--- src/rtl/watchdog_multi.sv ---
// Multi-source watchdog: counts slow TICK edges between kicks, holds the system in reset
// for a fixed number of ticks after a timeout or external reset, and counts trips.
module watchdog_multi #(
  parameter int unsigned CNT_W   = 4,
  parameter int unsigned TIMEOUT = 8,
  parameter int unsigned HOLD    = 8,
  parameter int unsigned WARN_AT = 6,
  parameter int unsigned NKICK   = 2,
  parameter int unsigned TRIP_W  = 8
) (
  input  logic              CLK,
  input  logic              RST,
  input  logic              EN,
  input  logic [NKICK-1:0]  KICK,
  input  logic              TICK,
  input  logic              EXT_nRST,
  output logic              nRESET,
  output logic              nHALT,
  output logic              WARN,
  output logic [TRIP_W-1:0] TRIP_CNT,
  output logic [1:0]        STATE
);

  typedef enum logic [1:0] {
    StDisabled = 2'b00,
    StCount    = 2'b01,
    StHold     = 2'b10
  } state_e;

  state_e             state_q, state_d;
  logic [CNT_W-1:0]   cnt_q, cnt_d, cnt_inc;
  logic [CNT_W-1:0]   hold_q, hold_d, hold_inc;
  logic [TRIP_W-1:0]  trip_q, trip_d;
  logic               tick_d_q;
  logic               warn_q, warn_d;
  logic               tick_edge;

  always_comb begin
    tick_edge = TICK & ~tick_d_q;
    cnt_inc   = cnt_q + CNT_W'(1);
    hold_inc  = hold_q + CNT_W'(1);
    state_d   = state_q;
    cnt_d     = cnt_q;
    hold_d    = hold_q;
    trip_d    = trip_q;

    if (!EN) begin
      state_d = StDisabled;
      cnt_d   = '0;
      hold_d  = '0;
    end else if (!EXT_nRST) begin
      // External reset parks us in HOLD so the full hold period runs after release.
      state_d = StHold;
      cnt_d   = '0;
      hold_d  = '0;
    end else begin
      case (state_q)
        StDisabled: begin
          state_d = StCount;
          cnt_d   = '0;
        end
        StCount: begin
          if (|KICK) begin
            cnt_d = '0;
          end else if (tick_edge) begin
            if (cnt_inc == CNT_W'(TIMEOUT)) begin
              state_d = StHold;
              cnt_d   = '0;
              hold_d  = '0;
              if (trip_q != '1) trip_d = trip_q + TRIP_W'(1);
            end else begin
              cnt_d = cnt_inc;
            end
          end
        end
        StHold: begin
          if (tick_edge) begin
            if (hold_inc == CNT_W'(HOLD)) begin
              state_d = StCount;
              cnt_d   = '0;
              hold_d  = '0;
            end else begin
              hold_d = hold_inc;
            end
          end
        end
        default: begin
          state_d = StCount;
          cnt_d   = '0;
          hold_d  = '0;
        end
      endcase
    end

    // Counter only steps by one from a cleared value, so the transition fires once per clear.
    warn_d = (WARN_AT != 0) && (cnt_d == CNT_W'(WARN_AT)) && (cnt_q != CNT_W'(WARN_AT));
  end

  always_ff @(posedge CLK) begin
    if (RST) begin
      state_q  <= EN ? StCount : StDisabled;
      cnt_q    <= '0;
      hold_q   <= '0;
      trip_q   <= '0;
      tick_d_q <= 1'b0;
      warn_q   <= 1'b0;
    end else begin
      state_q  <= state_d;
      cnt_q    <= cnt_d;
      hold_q   <= hold_d;
      trip_q   <= trip_d;
      tick_d_q <= TICK;
      warn_q   <= warn_d;
    end
  end

  assign nRESET   = EXT_nRST & (state_q != StHold);
  assign nHALT    = nRESET;
  assign WARN     = warn_q;
  assign TRIP_CNT = trip_q;
  assign STATE    = state_q;

endmodule

--- config.mk ---
export PLATFORM = sky130hd
export DESIGN_NAME = watchdog_multi
export DESIGN_NICKNAME = d
export VERILOG_FILES = /design/src/rtl/watchdog_multi.sv
export SDC_FILE = /design/constraint.sdc
export NUM_CORES = 1
export LEC_CHECK = 0
export ABC_AREA = 1
export CAP_MARGIN = 20
export CORE_UTILIZATION = 33
export CTS_CLUSTER_SIZE = 8
export DETAILED_ROUTE_END_ITERATION = 8
export GPL_ROUTABILITY_DRIVEN = 1
export PLACE_DENSITY = 0.6
export SKIP_CTS_REPAIR_TIMING = 1
export SYNTH_ARGS = -nofsm -noshare
export SYNTH_HDL_FRONTEND = slang
export SYNTH_SLANG_ARGS = --single-unit
--- constraint.sdc ---
create_clock -name CLK -period 1.93 [get_ports CLK]
set_input_delay 0.2895 -clock CLK [delete_from_list [all_inputs] [get_ports CLK]]
set_output_delay 0.2895 -clock CLK [all_outputs]
set_load 0.005 [all_outputs]
# Yosys cells after proc, flatten, opt, wreduce, memory -nomap -nowiden
# Index checks and enable logic that the tools add are counted.
[totals] out_inout_bits=13 in_bits=7 wordCells=64 reg_bits=20
[op_classes] addsub=3 n_bitwise=7 n_reduce_logical=7 n_eq_ne=17 n_mux=24
[ops] operator="$mux W4" count=12
[ops] operator="$ne A5 B5 Y1 const B" count=5
[ops] operator="$mux W2" count=8
[ops] operator="$pmux W4 S3" count=1
[ops] operator="$ne A2 B2 Y1 const B" count=5
[ops] operator="$reduce_and A5 Y1" count=2
[ops] operator="$add A4 B1 Y4 const B" count=2
[ops] operator="$add A8 B1 Y8 const B" count=1
[ops] operator="$eq A4 B4 Y1 const B" count=2
[ops] operator="$ne A8 B8 Y1 const B" count=1
[ops] operator="$pmux W4 S2" count=1
[ops] operator="$reduce_and A7 Y1" count=1
[ops] operator="$not A1 Y1" count=5
[ops] operator="$eq A4 B3 Y1 const B" count=1
[ops] operator="$ne A4 B3 Y1 const B" count=1
[ops] operator="$pmux W2 S2" count=1
[ops] operator="$reduce_or A3 Y1" count=1
[ops] operator="$and A1 B1 Y1" count=2
[ops] operator="$eq A2 B1 Y1 const B" count=1
[ops] operator="$eq A2 B2 Y1 const B" count=1
[ops] operator="$logic_not A2 Y1" count=1
[ops] operator="$reduce_or A2 Y1" count=1
[ops] operator="$logic_and A1 B1 Y1" count=1
[ops] operator="$mux W1" count=1

# Longest topological paths before layout
# Gate-level depths: netlist of run 1.
[depth] ltp_word=10 ltp_mapped=11 ltp_nobuf=11

# Worst setup path before layout of run 1
# No wires, ideal clock.
[synth_path] path_type="reg-to-reg" start="reg state_q[1], in the netlist STATE[1]" end="reg trip_q[2], in the netlist TRIP_CNT[2]" arrival_time_ns=1.357 path_buffers=0 setup_ns=0.112 period_less_slack_ns=1.469 slack_ns=0.461 required_ns=1.818 stages_incl_launch_ff=10 path_cell_list="edfxtp_1 inv_1 ha_1 nand3_1 nor2_1 nand2_2 inv_2 nand3_1 nand2_1 nor2_1"
[synth_between] elab_chain_len=2
[synth_rtl] item="start, declared" line_no="30" source="state_e state_q, state_d;"
[synth_rtl] item="start signal, assigned" line_no="101" source="state_q <= EN ? StCount : StDisabled;"
[synth_rtl] item="start signal, assigned" line_no="108" source="state_q <= state_d;"
[synth_rtl] item="$eq A2 B1 Y1" line_no="57" source="case (state_q)"
[synth_rtl] item="$reduce_and A7 Y1 (no source line)"
[synth_rtl] item="end signal, assigned" line_no="111" source="trip_q <= trip_d;"
[synth_rtl] item="end, declared" line_no="33" source="logic [TRIP_W-1:0] trip_q, trip_d;"
# Every way passes these cells.
# A chain may end at the register's enable or synchronous reset.

# Final worst setup path of run 1
[layout_path] start="reg state_q[0], in the netlist STATE[0]" end="out nHALT"
[layout_between] elab_chain_len=2
[layout_rtl] item="$ne A2 B2 Y1" line_no="117" source="assign nRESET = EXT_nRST & (state_q != StHold);"
[layout_rtl] item="$and A1 B1 Y1" line_no="117"
[layout_rtl] item="end, declared" line_no="18" source="output logic nHALT,"
# Every way passes these cells.

==> impl_metrics.csv, run 1 <==
group,metric,value,unit
status,status,"completed",
floorplanning,fp.dieH,64.5,um
worst_setup_path,criticalPathCategory,"reg -> out",
worst_setup_path,rrSetupSlack,0.30,ns
detailed_routing,drt_pass1_iterations,4,
power_and_ir_drop,power.internal,0.641,mW
yosys,ys_warn_count,0,
clock_network,root_buffer,"clkbuf_8",
sta,slew_violations,0,
worst_setup_path,cpMaxStageDelayCell,"clkdlybuf4s50_1",
yosys,post_synth_inst_count,195,
power_and_ir_drop,p_sw,0.215,mW
yosys,synth_top_area_share,0.279,
detailed_routing,drt_iter0_drc,58,
final_layout,finalNonFillerCells,274,
global_routing,grt.overflow.total,0,
yosys,async_reset_ff_frac,0,
floorplanning,core-area,0.00372,sq mm
final_layout,final_core_util,0.444,
floorplanning,rows,22,
worst_setup_path,crit_path_end_kind,"output pin",
placement,dp_cells,266,
worst_setup_path,crit_arrival,1.57,ns
floorplanning,initial_utilization,0.347,
detailed_routing,routed-via-count,1236,
placement,finalWeightedCongestion,0.819,
worst_setup_path,regToRegEndpoint,"WARN",
sta,slew_headroom,0.773,
power_and_ir_drop,p_comb_frac,0.165,
hold_path,holdPathStages,2,
global_routing,grt.total_usage,0.148,
yosys,yosysMostFrequentCell,"nand2_1",
clock_network,clkSinkCount,20,
yosys,syn_area,0.00129,sq mm
sta,fin_crit_sh,0.965,
yosys,synthDistinctLibCells,24,
clock_network,path_clk_slew,0.07,ns
detailed_routing,drc_errors,0,
yosys,syn_nets,209,
sta,hold_viol,0,
clock_network,cts_tree,"yes",
worst_setup_path,cpPeakStageDelay,0.51,ns
power_and_ir_drop,power_frac_seq,0.503,
worst_setup_path,cp-start-kind,"register",
global_routing,grt_pass1_wl,4870,um
yosys,synth_ff_type,"dfxtp_1",
job,maxCapViolations,0,
sta,finalClockSkew,0.00340,ns
yosys,synth_edf_count,2,
sta,setup_viol,0,
hold_path,hp-class,"reg -> reg",
global_routing,grt_pass1_vias,1133,
yosys,synth_commonest_cells,"nand2_1 (47), inv_1 (30), nor2_1 (27), dfxtp_1 (18), nand3_1 (17)",
worst_setup_path,crit_path_cell_trace,"inv_1 -> ha_1 -> nor2_2 -> clkdlybuf4s50_1",
sta,whs,0.486,ns
clock_network,insertion_delay,0.26,ns
sta,worst_slew_pin_slew,0.338,ns
clock_network,htree_levels,1,
worst_setup_path,cp.required,1.64,ns
yosys,seq_area_frac_synth,0.326,
yosys,syn_avg_cell_area,6.62,sq um
power_and_ir_drop,power_switching_share,0.251,
detailed_routing,detail_route.wl_per_cell,10.1,um
placement,hpwlAfterDp,2160,um
floorplanning,pin_count,20,
yosys,ys_ff_latch,20,
placement,portBuffers,19,
sta,fmax,0.537,GHz
power_and_ir_drop,irDropWorstVdd,0.371,mV
floorplanning,die_area,0.00416,sq mm
global_routing,grt_max_degree,12,
sta,fin_crit,1.86,ns
worst_setup_path,cp_max_fo,3,
clock_network,cts_buffers,3,
floorplanning,die-width,64.5,um
detailed_routing,antenna_left,0,
yosys,yosysTopAreaCell,"dfxtp_1",
final_layout,n_antenna_cell,0,
power_and_ir_drop,p_leak,0.735,nW
hold_path,hold_start,"hold_q[3]",
power_and_ir_drop,clockPowerShare,0.332,
power_and_ir_drop,power_density,519,mW/mm^2
global_routing,antenna_found_initial,0,
detailed_routing,drt-total-wl,2780,um
hold_path,hold_path_end,"hold_q[3]",
clock_network,clock_path_buffers,2,
final_layout,nets,241,
worst_setup_path,worst-r2r-cell-count,10,
worst_setup_path,r2r-start,"STATE[1]",
final_layout,area_delta_synth_final,27.9,%
final_layout,drive_gt1_frac,0.115,
detailed_routing,vias_per_cell,4.51,
yosys,netlist_top_cells_area,"dfxtp_1 (28%), nand2_1 (14%), inv_1 (8.7%)",
-- cell usage in the layout (no fill, tap or decap), drive strengths merged --
cell type | synthesis | layout
xnor2 | 1 | 1
nor3 | 1 | 1
edfxtp | 2 | 2
o21ai | 8 | 8
nand3 | 17 | 17
dfxtp | 18 | 18
inv | 32 | 32
o211ai | 1 | 1
nand2 | 52 | 52
clkbuf | 0 | 4
ha | 7 | 7
and3 | 1 | 1
nand4 | 6 | 6
buf | 3 | 11
nor2 | 29 | 29
clkdlybuf4s50 | 0 | 18
o21a | 1 | 1
o21bai | 2 | 2
a21oi | 14 | 14
dlymetal6s2s | 0 | 1
-- cell type report --
type / count / area (sq um)
clock buffer: 4 / 45.0
fill: 396 / 2070
inverter: 32 / 120
multi-input combinational: 140 / 729
sequential: 20 / 420
tap: 48 / 60.1
timing repair buffer: 30 / 275
-- state kept, by name (all words and copies together) (netlist names) --
signal and count:
WARN 1, cnt_q 4, hold_q 4, tick_d_q 1, STATE 2, TRIP_CNT 8
-- power groups by stage --
stage	combinational [mW]	sequential [mW]	clock, mW
after floorplan	0.0792	0.440	0
after global placement	0.132	0.441	0
after detailed placement	0.132	0.441	0
after CTS	0.133	0.431	0.300
after global routing	0.157	0.431	0.320
final	0.142	0.431	0.284
-- kinds of logic after synthesis --
| group | share of synthesized area |
|---|---|
| buffers and inverters | 0.111 |
| XOR/XNOR | 0.00679 |
| AO/OA/AOI/OAI | 0.120 |
| AND/OR/NAND/NOR | 0.369 |
| adder cells (fa/ha/maj) | 0.0679 |
| flip-flops | 0.326 |
-- critical path, delay by kind of cell, from the launching register on --
| family | cells | cell delay [ns] |
|---|---|---|
| adder cells (fa/ha/maj) | 1 | 0.23 |
| buffers and inverters | 2 | 0.58 |
| flip-flops | 1 | 0.37 |
| AND/OR/NAND/NOR | 1 | 0.14 |
-- per-stage QoR --
| step | area (sq um) | setup slack [ns] | power, mW | TNS [ns] |
|---|---|---|---|---|
| floorplan | 1290 | 0.461 | 0.519 | 0 |
| global placement | 1570 | 0.114 | 0.573 | 0 |
| detailed placement | 1570 | 0.110 | 0.574 | 0 |
| CTS | 1620 | -0.0128 | 0.864 | -0.0230 |
| global route | 1650 | -0.00346 | 0.909 | -0.00346 |
| finish | 1650 | 0.0678 | 0.856 | 0 |
-- layer usage --
metal	vias to the layer above	part of all wire	GRT usage
li1	682	-	-
met1	533	0.49	0.196
met2	17	0.48	0.246
met3	4	0.025	0.0211
met4	0	0.012	0.0500
met5	-	0	0
-- worst max-delay path by stage --
stage | end | from | cells past startpoint
2_1_floorplan | TRIP_CNT[2] | STATE[1] | 9
3_3_place_gp | nRESET | EXT_nRST | 4
3_5_place_dp | nHALT | EXT_nRST | 4
4_1_cts | nHALT | STATE[0] | 4
5_1_grt | nHALT | STATE[0] | 4
6_report | nHALT | STATE[0] | 4
(Power assumes the default switching activity.)
==> run 2: changes to the inputs <==
Settings changed: CTS_CLUSTER_DIAMETER set to 30.
==> results of run 2 <==
Same layout as run 1: the final DEF is identical, and so are final timing and power.
==> run 3: changes to the inputs <==
Settings changed: ABC_CLOCK_PERIOD_IN_PS set to 1930.
==> results of run 3 <==
Same layout as run 1: the final DEF is identical, and so are final timing and power.
